`src/rtl/mult8_shift_add_ctrl.sv`:
```
// Control FSM and register stage for the 8-bit signed shift-add multiplier.
// Owns the X/A/B/S registers; the 9-bit add/subtract stage lives outside and is driven from here.
module mult8_shift_add_ctrl #(
  parameter int N_BITS = 8
) (
  input  logic              Clk,
  input  logic              Reset,
  input  logic              Run,
  input  logic              ClearA_LoadB,
  input  logic [N_BITS-1:0] Switches,
  input  logic [N_BITS-1:0] sum_i,
  input  logic              x_i,
  output logic              add_o,
  output logic              sub_o,
  output logic [N_BITS-1:0] adder_a_o,
  output logic [N_BITS-1:0] adder_s_o,
  output logic [N_BITS-1:0] Aval,
  output logic [N_BITS-1:0] Bval,
  output logic              X,
  output logic              busy,
  output logic              done
);

  localparam int CW = $clog2(N_BITS);
  localparam logic [CW-1:0] LAST = CW'(N_BITS - 1);

  typedef enum logic [2:0] {
    S_IDLE,
    S_CLR,
    S_ADD,
    S_SHIFT,
    S_DONE
  } state_t;

  state_t            state, state_nxt;
  logic [N_BITS-1:0] a_reg, b_reg, s_reg;
  logic              x_reg;
  logic [CW-1:0]     cnt;
  logic              run_q;
  logic              rise;

  assign rise = Run & ~run_q;

  always_ff @(posedge Clk or posedge Reset) begin
    if (Reset) begin
      state <= S_IDLE;
      run_q <= 1'b0;
    end else begin
      state <= state_nxt;
      run_q <= Run;
    end
  end

  // Load has priority over a start request in IDLE; the last iteration subtracts
  // because the multiplier MSB carries negative weight.
  always_comb begin
    state_nxt = state;
    add_o     = 1'b1;
    busy      = 1'b0;
    done      = 1'b0;
    case (state)
      S_IDLE: begin
        if (!ClearA_LoadB && rise) state_nxt = S_CLR;
      end
      S_CLR: begin
        busy      = 1'b1;
        state_nxt = S_ADD;
      end
      S_ADD: begin
        busy      = 1'b1;
        add_o     = (cnt != LAST);
        state_nxt = S_SHIFT;
      end
      S_SHIFT: begin
        busy      = 1'b1;
        state_nxt = (cnt == LAST) ? S_DONE : S_ADD;
      end
      S_DONE: begin
        done = 1'b1;
        if (!Run) state_nxt = S_IDLE;
      end
      default: state_nxt = S_IDLE;
    endcase
  end

  always_ff @(posedge Clk or posedge Reset) begin
    if (Reset) begin
      a_reg <= '0;
      b_reg <= '0;
      s_reg <= '0;
      x_reg <= 1'b0;
      cnt   <= '0;
    end else begin
      case (state)
        S_IDLE: begin
          if (ClearA_LoadB) begin
            a_reg <= '0;
            x_reg <= 1'b0;
            b_reg <= Switches;
          end
        end
        S_CLR: begin
          a_reg <= '0;
          x_reg <= 1'b0;
          s_reg <= Switches;
          cnt   <= '0;
        end
        S_ADD: begin
          if (b_reg[0]) begin
            x_reg <= x_i;
            a_reg <= sum_i;
          end
        end
        S_SHIFT: begin
          a_reg <= {x_reg, a_reg[N_BITS-1:1]};
          b_reg <= {a_reg[0], b_reg[N_BITS-1:1]};
          cnt   <= cnt + CW'(1);
        end
        default: ;
      endcase
    end
  end

  assign sub_o     = ~add_o;
  assign adder_a_o = a_reg;
  assign adder_s_o = s_reg;
  assign Aval      = a_reg;
  assign Bval      = b_reg;
  assign X         = x_reg;

endmodule
```
`config.mk`:
```
export PLATFORM = sky130hd
export DESIGN_NAME = mult8_shift_add_ctrl
export DESIGN_NICKNAME = d
export VERILOG_FILES = /design/src/rtl/mult8_shift_add_ctrl.sv
export SDC_FILE = /design/constraint.sdc
export NUM_CORES = 1
export LEC_CHECK = 0
export ABC_AREA = 0
export BUFFER_PORTS_ARGS = -buffer_cell sky130_fd_sc_hd__buf_2
export CORE_MARGIN = 2
export CORE_UTILIZATION = 49
export DETAILED_ROUTE_END_ITERATION = 7
export PLACE_DENSITY = 0.85
export SYNTH_ARGS = -nofsm -noshare
export SYNTH_HDL_FRONTEND = slang
export SYNTH_SLANG_ARGS = --single-unit
```
`constraint.sdc`:
```
create_clock -name Clk -period 1.9 [get_ports Clk]
set_input_delay 0.19 -clock Clk [delete_from_list [all_inputs] [get_ports Clk]]
set_output_delay 0.19 -clock Clk [all_outputs]
set_load 0.02 [all_outputs]
```
==> results of run 1 <==
==> critical path, delay by kind of cell (launching register included) <==
family | cells | cell delay (ps)
flip-flops | 1 | 460
AND/OR/NAND/NOR | 1 | 480
multiplexers | 2 | 650
==> state kept, by name, indices dropped and copies added, names as in the netlist <==
signal / flops
X: 1
state: 3
cnt: 3
Aval: 8
Bval: 8
run_q: 1
adder_s_o: 8
==> cell type report <==
cell class              count  area (sq um)  share of cell area [%]
flip-flops and latches     32         800.8                   41.03
repair buffers             65         350.3                   17.95
multi-input cells          73         665.6                   34.10
well taps                  44         55.05                   2.821
inverters                   5         18.77                  0.9615
clock inverters             2         10.01                  0.5128
clock buffers               6         51.30                   2.628
==> worst max-delay path by stage <==
stage | from | end | slack, ps
6_report | state[1] | Bval[1] | 190
5_1_grt | state[1] | done | 120
4_1_cts | state[1] | done | 190
3_5_place_dp | state[2] | Bval[1] | 210
3_3_place_gp | state[2] | Bval[7] | 290
2_1_floorplan | state[0] | Bval[1] | 250
==> cells by family after synthesis <==
family                   after synthesis  share of synthesized area (%)
flip-flops                            32                          50.20
multiplexers                          33                          23.69
AO/OA/AOI/OAI                         17                          8.471
buffers and inverters                 18                          8.470
AND/OR/NAND/NOR                       21                          7.609
adder cells (fa/ha/maj)                2                          1.568
==> placed cells by master, fill, tap and decap left out <==
master	netlist	final
buf_2	0	57
dfrtp_1	32	32
mux2_2	30	30
a22o_1	9	9
nand2_1	7	7
buf_4	9	6
inv_1	5	5
clkbuf_4	0	5
o21ai_0	3	3
nor2_1	3	3
nand2b_1	2	2
mux2_4	2	2
a21oi_1	2	2
nor3_1	2	2
ha_1	2	2
clkinv_2	0	2
dlygate4sd3_1	0	2
nor3b_4	0	1
and3b_1	1	1
mux2i_1	1	1
a21oi_2	1	1
nor2_2	1	1
or3b_1	1	1
a21oi_4	1	1
and2_1	1	1
and4bb_2	1	1
o22ai_1	1	1
and3_1	1	1
clkbuf_8	0	1
==> per-layer routing <==
layer / global-route usage, % / wire, um
met3: 6.303 / 257
met4: 5.901 / 29
met2: 33.59 / 1567
met5: 0 / 0
met1: 21.42 / 1361
==> power by group <==
group	internal (mW)	leakage [nW]	switching [mW]	total (mW)
logic	1.09	0.580	1.20	2.29
clock network	0.176	0.0380	0.229	0.405
registers	1.02	0.387	0.242	1.26
==> repair_timing <==
| item | in CTS | in global routing |
|---|---|---|
| hold buffers | 2 | 0 |
| setup buffers | 1 | 0 |
| endpoints found under the hold margin | 33 | 0 |
| gates resized for setup | 1 | 0 |
| endpoints found under the setup margin | 2 | 0 |
==> metrics by stage <==
stage	power [mW]	hold WS [ps]	area, sq um	instances	setup WS [ps]
final	3.958	95.33	1952	227	191.0
after global routing	4.263	76.49	1952	227	120.4
after CTS	4.008	82.33	1952	227	192.6
after detailed placement	3.542	299.1	1857	216	208.8
after global placement	3.433	284.8	1857	216	289.0
after floorplan	3.087	221.4	1595	123	249.7
==> results.md, run 1 <==
- Most numerous cell in the Yosys netlist: dfrtp_1
- CP Max Fanout: 9
- Hold path cells: 2
- #FFs+latches synth: 32
- Number of nets in the synthesized netlist: 146
- Biggest cell delay along the critical path: 480 ps
- Top flip-flop cell by instance count after synthesis: dfrtp_1
- Fillcell total: 262
- RR Startpoint: state[1]
- Max-Cap Viols: 0
- PD cells: 2028 nW/um^2
- Netlist cell types: 26
- Final slew viol count: 0
- Global route overflow: 0
- Hold path endpoint: adder_s_o[3]
- # IOs: 58
- Fmax achieved: 585.1 MHz
- Cell Area, Synth: 1595 sq um
- Run status: completed
- Number of sinks handled by clock tree synthesis: 32
- Register-to-Register Path Depth: 3
- Number of antenna violations at the first check in global routing: 0
- Post-layout util: 63.41%
- Total number of vias: 1161
- Worst path most repeated cell: mux2_2
- Via count of the first global-routing pass: 1116
- Worst-margin pin slew: 485.4 ps
- Antenna diode count: 0
- Slack of the worst reg-to-reg path: 190 ps
- Synth top cells by count: 32 x dfrtp_1, 30 x mux2_2, 9 x a22o_1, 9 x buf_4, 7 x nand2_1
- Global placement routability congestion: 0.7944
- Effective utilization at floorplan: 51.83%
- Share of synthesized flip-flops with an asynchronous set or reset: 100.0%
- Worst hold path class: input port to flop
- Pin count of the biggest net entering global routing: 33
- Global Route Usage Sum: 18.90%
- Global-route wire length before repair: 5071 um
- Launching element type of the critical path: flop
- Req. time, crit path: 2120 ps
- Total leakage power: 1.005 nW
- Worst Clk Skew: 10.31 ps
- Cell with the largest stage delay on the worst path: and3b_1
- Share of layout cells above drive strength 1: 59.02%
- Final period utilization: 89.95%
- Post-DP HPWL: 2372 um
- Area growth from synthesis to layout: 22.35%
- Final sum of negative setup slack: 0 ps
- Die Area: 3728 sq um
- Total detailed-routing wirelength: 3215 um
- Initial drt markers: 19
- H-tree Lvls: 2
- Clock-pin transition on the worst setup and hold timing paths: 100 ps
- Setup repair after global routing missed its margin: false
- Worst hold start: Switches[3]
- DRC viols: 0
- Detailed-routing iteration count for the pre-antenna-repair pass: 4
- Root Driver: clkbuf_4
- Max rail drop VDD: 0.8802 mV
- Chip Width: 61.06 um
- Nets: 205
- Final ANT Viol Nets: 0
- Synthesized area divided by synthesized cell count: 12.97 sq um
- Minimum clock period: 1709 ps
- Cell-by-cell listing of the critical path: and3b_1 -> mux2_2 -> mux2_2
- Clock tree from TritonCTS: built
- Number of flops mapped to enable cells by yosys: 0
- Count of buffers from port buffering: 57
- Endpoint kind of the worst setup timing path: flop
- Top-area cell type share of the netlist area: 50.20%
- Capture point of the worst reg-to-reg path: Bval[1]
- Wire length per cell: 14.16 um
- Cell count after synthesis: 123
- Vias per cell: 5.115
- Count of yosys warnings during synthesis: 0
- Final setup vio count: 0
- Insertion delay to the later sink of the worst-skew pair: 330 ps
- Endpoints failing hold: 0
- Number of clock buffers inserted by TritonCTS: 5
- Post-synthesis cell type with the largest combined area: dfrtp_1
- CTS Buffer Depth: 2
- Headroom to the max-slew limit: 67.64%
- Critical setup path kind: flop to flop
- Arrival time of data at the critical path endpoint: 1930 ps
- Fraction of the yosys area taken by sequential cells: 50.20%
- Row count: 20
- Die Y: 61.06 um
- Top area cells in the synthesized netlist: dfrtp_1 50%, mux2_2 21%, a22o_1 4.9%, buf_4 4.2%, buf_6 2.1%
- Area of the placeable core: 3078 sq um
Power figures use the tool's default switching activity.
==> run 2, diff against run 1 <==
==> constraint.sdc (replaced) <==
create_clock -name Clk -period 1.84 [get_ports Clk]
set_input_delay 0.184 -clock Clk [delete_from_list [all_inputs] [get_ports Clk]]
set_output_delay 0.184 -clock Clk [all_outputs]
set_load 0.02 [all_outputs]
==> run 2 against run 1 <==
  * Worst hold slack gained 5.8 ps
  * Clock skew fell by 3.8 ps
  * Via count is 1.1% higher
  * Global-route usage is 0.20 points lower
  * Cell count increased by 0.44%
  * Register-to-register slack worse by 50 ps
==> results.md, run 2 (same netlist as run 1, synthesis figures left out) <==
- Run status: completed
- Die Y: 61.06 um
- Post-DP HPWL: 2376 um
- Count of buffers from port buffering: 57
- Root Driver: clkbuf_4
- Fmax achieved: 589.0 MHz
- Sequential fraction of design power: 31.8%
- Wire length per cell: 14.14 um
- Power dissipated by switching net loads: 1.721 mW
- CP Max Fanout: 8
- Clock power share: 10.2%
- Initial drt markers: 14
- CTS Buffer Depth: 2
- Die Area: 3728 sq um
- DRC viols: 0
- Total number of vias: 1174
- # IOs: 58
- Number of sinks handled by clock tree synthesis: 32
- Commonest non-fill, non-tap cells in the layout: 57 x buf_2, 31 x dfrtp_1, 30 x mux2_2, 9 x a22o_1
- Post-Place Worst Slack: 163.6 ps
- Area of the placeable core: 3078 sq um
- Headroom to the max-slew limit: 68.22%
- Via count of the first global-routing pass: 1113
- Setup repair after global routing missed its margin: false
- Share of total power in combinational logic: 57.9%
- Wire length on met3: 259 um
- Post-layout util: 63.41%
- Total met2 wirelength after detailed routing: 1611 um
- Top layer used by detailed routing: met4
- Critical setup path kind: flop to flop
- Req. time, crit path: 2060 ps
- Total leakage power: 1.001 nW
- Endpoints failing hold: 0
- Minimum clock period: 1698 ps
- Final setup vio count: 0
- Antenna diode count: 0
- Sw Ratio: 41.99%
- Internal Power: 2.378 mW
- Effective utilization at floorplan: 51.83%
- Detailed-routing iteration count for the pre-antenna-repair pass: 4
- Number of antenna violations at the first check in global routing: 0
- Final ANT Viol Nets: 0
- Insertion delay to the later sink of the worst-skew pair: 330 ps
- Launching element type of the critical path: flop
- Worst path setup slack after routing: 142.2 ps
- Nets: 206
- H-tree Lvls: 2
- Global route overflow: 0
- Final slew viol count: 0
- Worst-margin pin slew: 476.7 ps
- Vias per cell: 5.149
- Max rail drop VDD: 0.8394 mV
- Worst Clk Skew: 6.529 ps
- Final sum of negative setup slack: 0 ps
- Arrival time of data at the critical path endpoint: 1910 ps
- Hold slack: 101.1 ps
- Max-Cap Viols: 0
- Row count: 20
- Share of layout cells above drive strength 1: 58.70%
- Fillcell total: 256
- Clock tree from TritonCTS: built
- Clock-pin transition on the worst setup and hold timing paths: 100 ps
- Pin count of the biggest net entering global routing: 33
- Chip Width: 61.06 um
- PD cells: 2100 nW/um^2
- Final period utilization: 92.27%
- Global-route wire length before repair: 5023 um
- Worst hold path class: input port to flop
- Total detailed-routing wirelength: 3225 um
- Endpoint kind of the worst setup timing path: flop
- Global Route Usage Sum: 18.70%
- Global placement routability congestion: 0.7679
- Area growth from synthesis to layout: 22.35%
- Wire length the detailed router placed on met1: 1298 um
- Number of clock buffers inserted by TritonCTS: 5
- Commonest non-fill, non-tap cell in the layout: buf_2
[run 2: cell types whose count changed in the layout (fill, tap and decap cells not counted), sizes merged]
cell,before,now
buf,63,64
clkinv,2,0
clkbuf,6,8
[run 2: worst max-delay path: stages, from the launching register on]
cell	delay [ps]
dfrtp_1	450
or3b_1	420
a21oi_4	340
mux2_2	380
[run 2: cell type report]
type | instances | area, sq um | share of cell area, %
timing repair buffer | 66 | 357.8 | 18.33
tap | 44 | 55.05 | 2.821
multi-input combinational | 73 | 659.4 | 33.78
inverter | 5 | 18.77 | 0.9615
sequential | 32 | 802.0 | 41.09
clock buffer | 8 | 58.81 | 3.013
[run 2: power groups by stage]
stage	clock network [mW]	logic (mW)	registers [mW]
6_report	0.420	2.37	1.31
5_1_grt	0.466	2.57	1.36
4_1_cts	0.436	2.39	1.31
3_5_place_dp	0	2.37	1.32
3_3_place_gp	0	2.28	1.29
2_1_floorplan	0	1.59	1.60
[run 2: timing repair]
action                                  in CTS  in global routing
hold endpoints to repair                    33                  0
gates resized for setup                      0                  1
hold buffers                                 2                  0
setup buffers                                0                  1
endpoints found under the setup margin       0                  1
[run 2: routing by layer]
layer,up-vias,track usage [%]
met3,6,7.143
met1,569,20.52
met5,-,0
met2,50,32.37
li1,549,-
met4,0,7.764
[run 2: final timing paths]
| path | startpoint | end | slack, ps | cells after the start |
|---|---|---|---|---|
| setup reg to reg | state[1] | Bval[2] | 140 | 3 |
| max in group asynchronous | Reset | state[2] | 1050 | 4 |
| hold / removal | Switches[5] | adder_s_o[5] | 100 | 2 |
| min in group asynchronous | Reset | Bval[7] | 470 | 4 |
| hold reg to reg | cnt[2] | cnt[2] | 500 | 2 |
| setup / recovery | state[1] | Bval[2] | 140 | 3 |
[run 2: through the flow]
step	cells	power, mW	instance area (sq um)
floorplan	123	3.188	1595
global placement	217	3.565	1864
detailed placement	217	3.693	1864
CTS	227	4.132	1943
global route	228	4.398	1952
finish	228	4.099	1952
==> run 3, diff against run 2 <==
--- a/config.mk
+++ b/config.mk
@@ -7,10 +7,12 @@
 export LEC_CHECK = 0
 export ABC_AREA = 0
 export BUFFER_PORTS_ARGS = -buffer_cell sky130_fd_sc_hd__buf_2
-export CORE_MARGIN = 2
+export CORE_MARGIN = 8
 export CORE_UTILIZATION = 49
 export DETAILED_ROUTE_END_ITERATION = 7
+export HOLD_SLACK_MARGIN = 0.08
 export PLACE_DENSITY = 0.85
+export REMOVE_ABC_BUFFERS = 1
 export SYNTH_ARGS = -nofsm -noshare
 export SYNTH_HDL_FRONTEND = slang
 export SYNTH_SLANG_ARGS = --single-unit
==> run 3 against run 2 <==
  * Sequential share of layout area down 1.3 points
  * Register-to-register slack gained 20 ps
  * Critical path depth up 3
  * Non-clock buffer count is 7 higher
  * Sequential power about the same
  * Worst hold slack worse by 6.2 ps
  * Worst setup slack worse by 58 ps
  * Flip-flop and latch count stayed put
  * Critical endpoint is now sub_o
  * Largest cell class unchanged
==> results.md, run 3 (same netlist as run 1, synthesis figures left out) <==
- Combined flip-flop and latch cell area: 802.0 sq um
- Number of buffers inserted to repair setup after CTS: 0
- Chip Width: 73.06 um
- RR Startpoint: state[1]
- Area of the multi-input gates: 659.4 sq um
- # IOs: 58
- Final slew viol count: 0
- DRC viols: 0
- Critical setup path kind: flop to primary output
- Total detailed-routing wirelength: 3690 um
- Total number of vias: 1195
- Clock-pin transition on the worst setup and hold timing paths: 100 ps
- Final setup vio count: 0
- Clock tree from TritonCTS: built
- Worst path setup slack after routing: 84.59 ps
- Number of clock buffers inserted by TritonCTS: 5
- Req. time, crit path: 1660 ps
- Minimum clock period: 1755 ps
- Launching element type of the critical path: flop
- Register-to-Register Path Depth: 3
- Area of the placeable core: 3078 sq um
- Wire length per cell: 15.70 um
- Via count of the first global-routing pass: 1298
- Global route overflow: 0
- Die Y: 73.06 um
- Worst-margin pin slew: 521.4 ps
- Count of buffers from port buffering: 57
- PD cells: 2060 nW/um^2
- Arrival time of data at the critical path endpoint: 1570 ps
- Non-filler instance count after layout: 235
- Endpoint kind of the worst setup timing path: primary output
- Critical Path End: sub_o
- Post-Place Worst Slack: 148.0 ps
- Area growth from synthesis to layout: 26.27%
- Global placement routability congestion: 0.8303
- CP Max Fanout: 9
- Nets: 213
- Worst hold path class: input port to flop
- H-tree Lvls: 2
- Final sum of negative setup slack: 0 ps
- Initial drt markers: 38
- Hold slack: 94.87 ps
- Effective utilization at floorplan: 51.83%
- Endpoints failing hold: 0
- Final period utilization: 95.40%
- Slack of the worst reg-to-reg path: 160 ps
- Root Driver: clkbuf_4
- Commonest non-fill, non-tap cells in the layout: 57 x buf_2, 31 x dfrtp_1, 30 x mux2_2, 9 x a22o_1, 9 x buf_4
- Number of placed cells counting well taps: 220
- Final ANT Viol Nets: 0
- Share of layout cells above drive strength 1: 58.64%
- Row count: 20
- Detailed-routing iteration count for the pre-antenna-repair pass: 4
- CTS Buffer Depth: 2
- Max rail drop VDD: 0.9658 mV
- Vias per cell: 5.085
- Fillcell total: 249
- Worst Clk Skew: 10.66 ps
- Max-Cap Viols: 0
- Die Area: 5338 sq um
- Global-route wire length before repair: 5809 um
- Post-DP HPWL: 2863 um
- Pin count of the biggest net entering global routing: 33
- Antenna diode count: 0
- Number of sinks handled by clock tree synthesis: 32
- Insertion delay to the later sink of the worst-skew pair: 340 ps
- Commonest non-fill, non-tap cell in the layout: buf_2
- Global Route Usage Sum: 14.18%
- First element of the critical path: state[2]
- Run status: completed
- Number of antenna violations at the first check in global routing: 0
- Fmax achieved: 569.7 MHz
- Total leakage power: 1.035 nW
- Headroom to the max-slew limit: 65.24%
- Capture point of the worst reg-to-reg path: Bval[4]
[run 3: cell types whose count changed in the layout (fill, tap and decap cells not counted), sizes merged]
cell	change
clkbuf	-3
dlygate4sd3	+5
buf	+2
clkinv	+3
[run 3: layer usage]
layer / GRT usage, % / share of wire (%)
met1: 14.81 / 40
met2: 23.34 / 51
met3: 5.907 / 7.4
met4: 8.222 / 1.9
met5: 0 / 0
[run 3: how the worst min path moves through the flow]
stage | endpoint | cells after the start | slack (ps) | start
floorplan | run_q | 0 | 220 | Run
global placement | adder_s_o[5] | 3 | 280 | Reset
detailed placement | adder_s_o[5] | 3 | 320 | Reset
CTS | adder_s_o[7] | 2 | 80 | Switches[7]
global route | adder_s_o[2] | 2 | 80 | Switches[2]
finish | adder_s_o[6] | 2 | 90 | Switches[6]
[run 3: stage by stage]
stage,util [%],power [mW],instance area [sq um]
6_report,65.45,4.151,2014
3_3_place_gp,61.30,3.648,1887
3_5_place_dp,61.30,3.781,1887
2_1_floorplan,-,2.937,1479
4_1_cts,64.76,4.199,1993
5_1_grt,65.45,4.429,2014
[run 3: cell type report]
| cell class | count | share of cell area (%) |
|---|---|---|
| inverters | 5 | 0.9317 |
| clock buffers | 5 | 1.863 |
| repair buffers | 73 | 20.99 |
| well taps | 44 | 2.733 |
| multi-input cells | 73 | 32.73 |
| clock inverters | 3 | 0.9317 |
| flip-flops and latches | 32 | 39.81 |
[run 3: power breakdown]
group          total [mW]  switching, mW  leakage (nW)  internal (mW)
sequential           1.31          0.261         0.387           1.05
clock               0.393          0.247        0.0349          0.146
combinational        2.44           1.28         0.613           1.17
total                4.15           1.78          1.04           2.37
[run 3: critical path, cell delays in order (launching register included)]
cell     delay, ps
dfrtp_1        450
buf_4          180
nor3b_2        140
buf_4          180
nand2_1         80
inv_1           50
buf_2          150
[run 3: repair_timing]
| item | 4_1_cts | 5_1_grt |
|---|---|---|
| endpoints found under the setup margin | 0 | 1 |
| gates resized for setup | 0 | 1 |
| hold buffers | 5 | 2 |
| endpoints found under the hold margin | 36 | 2 |
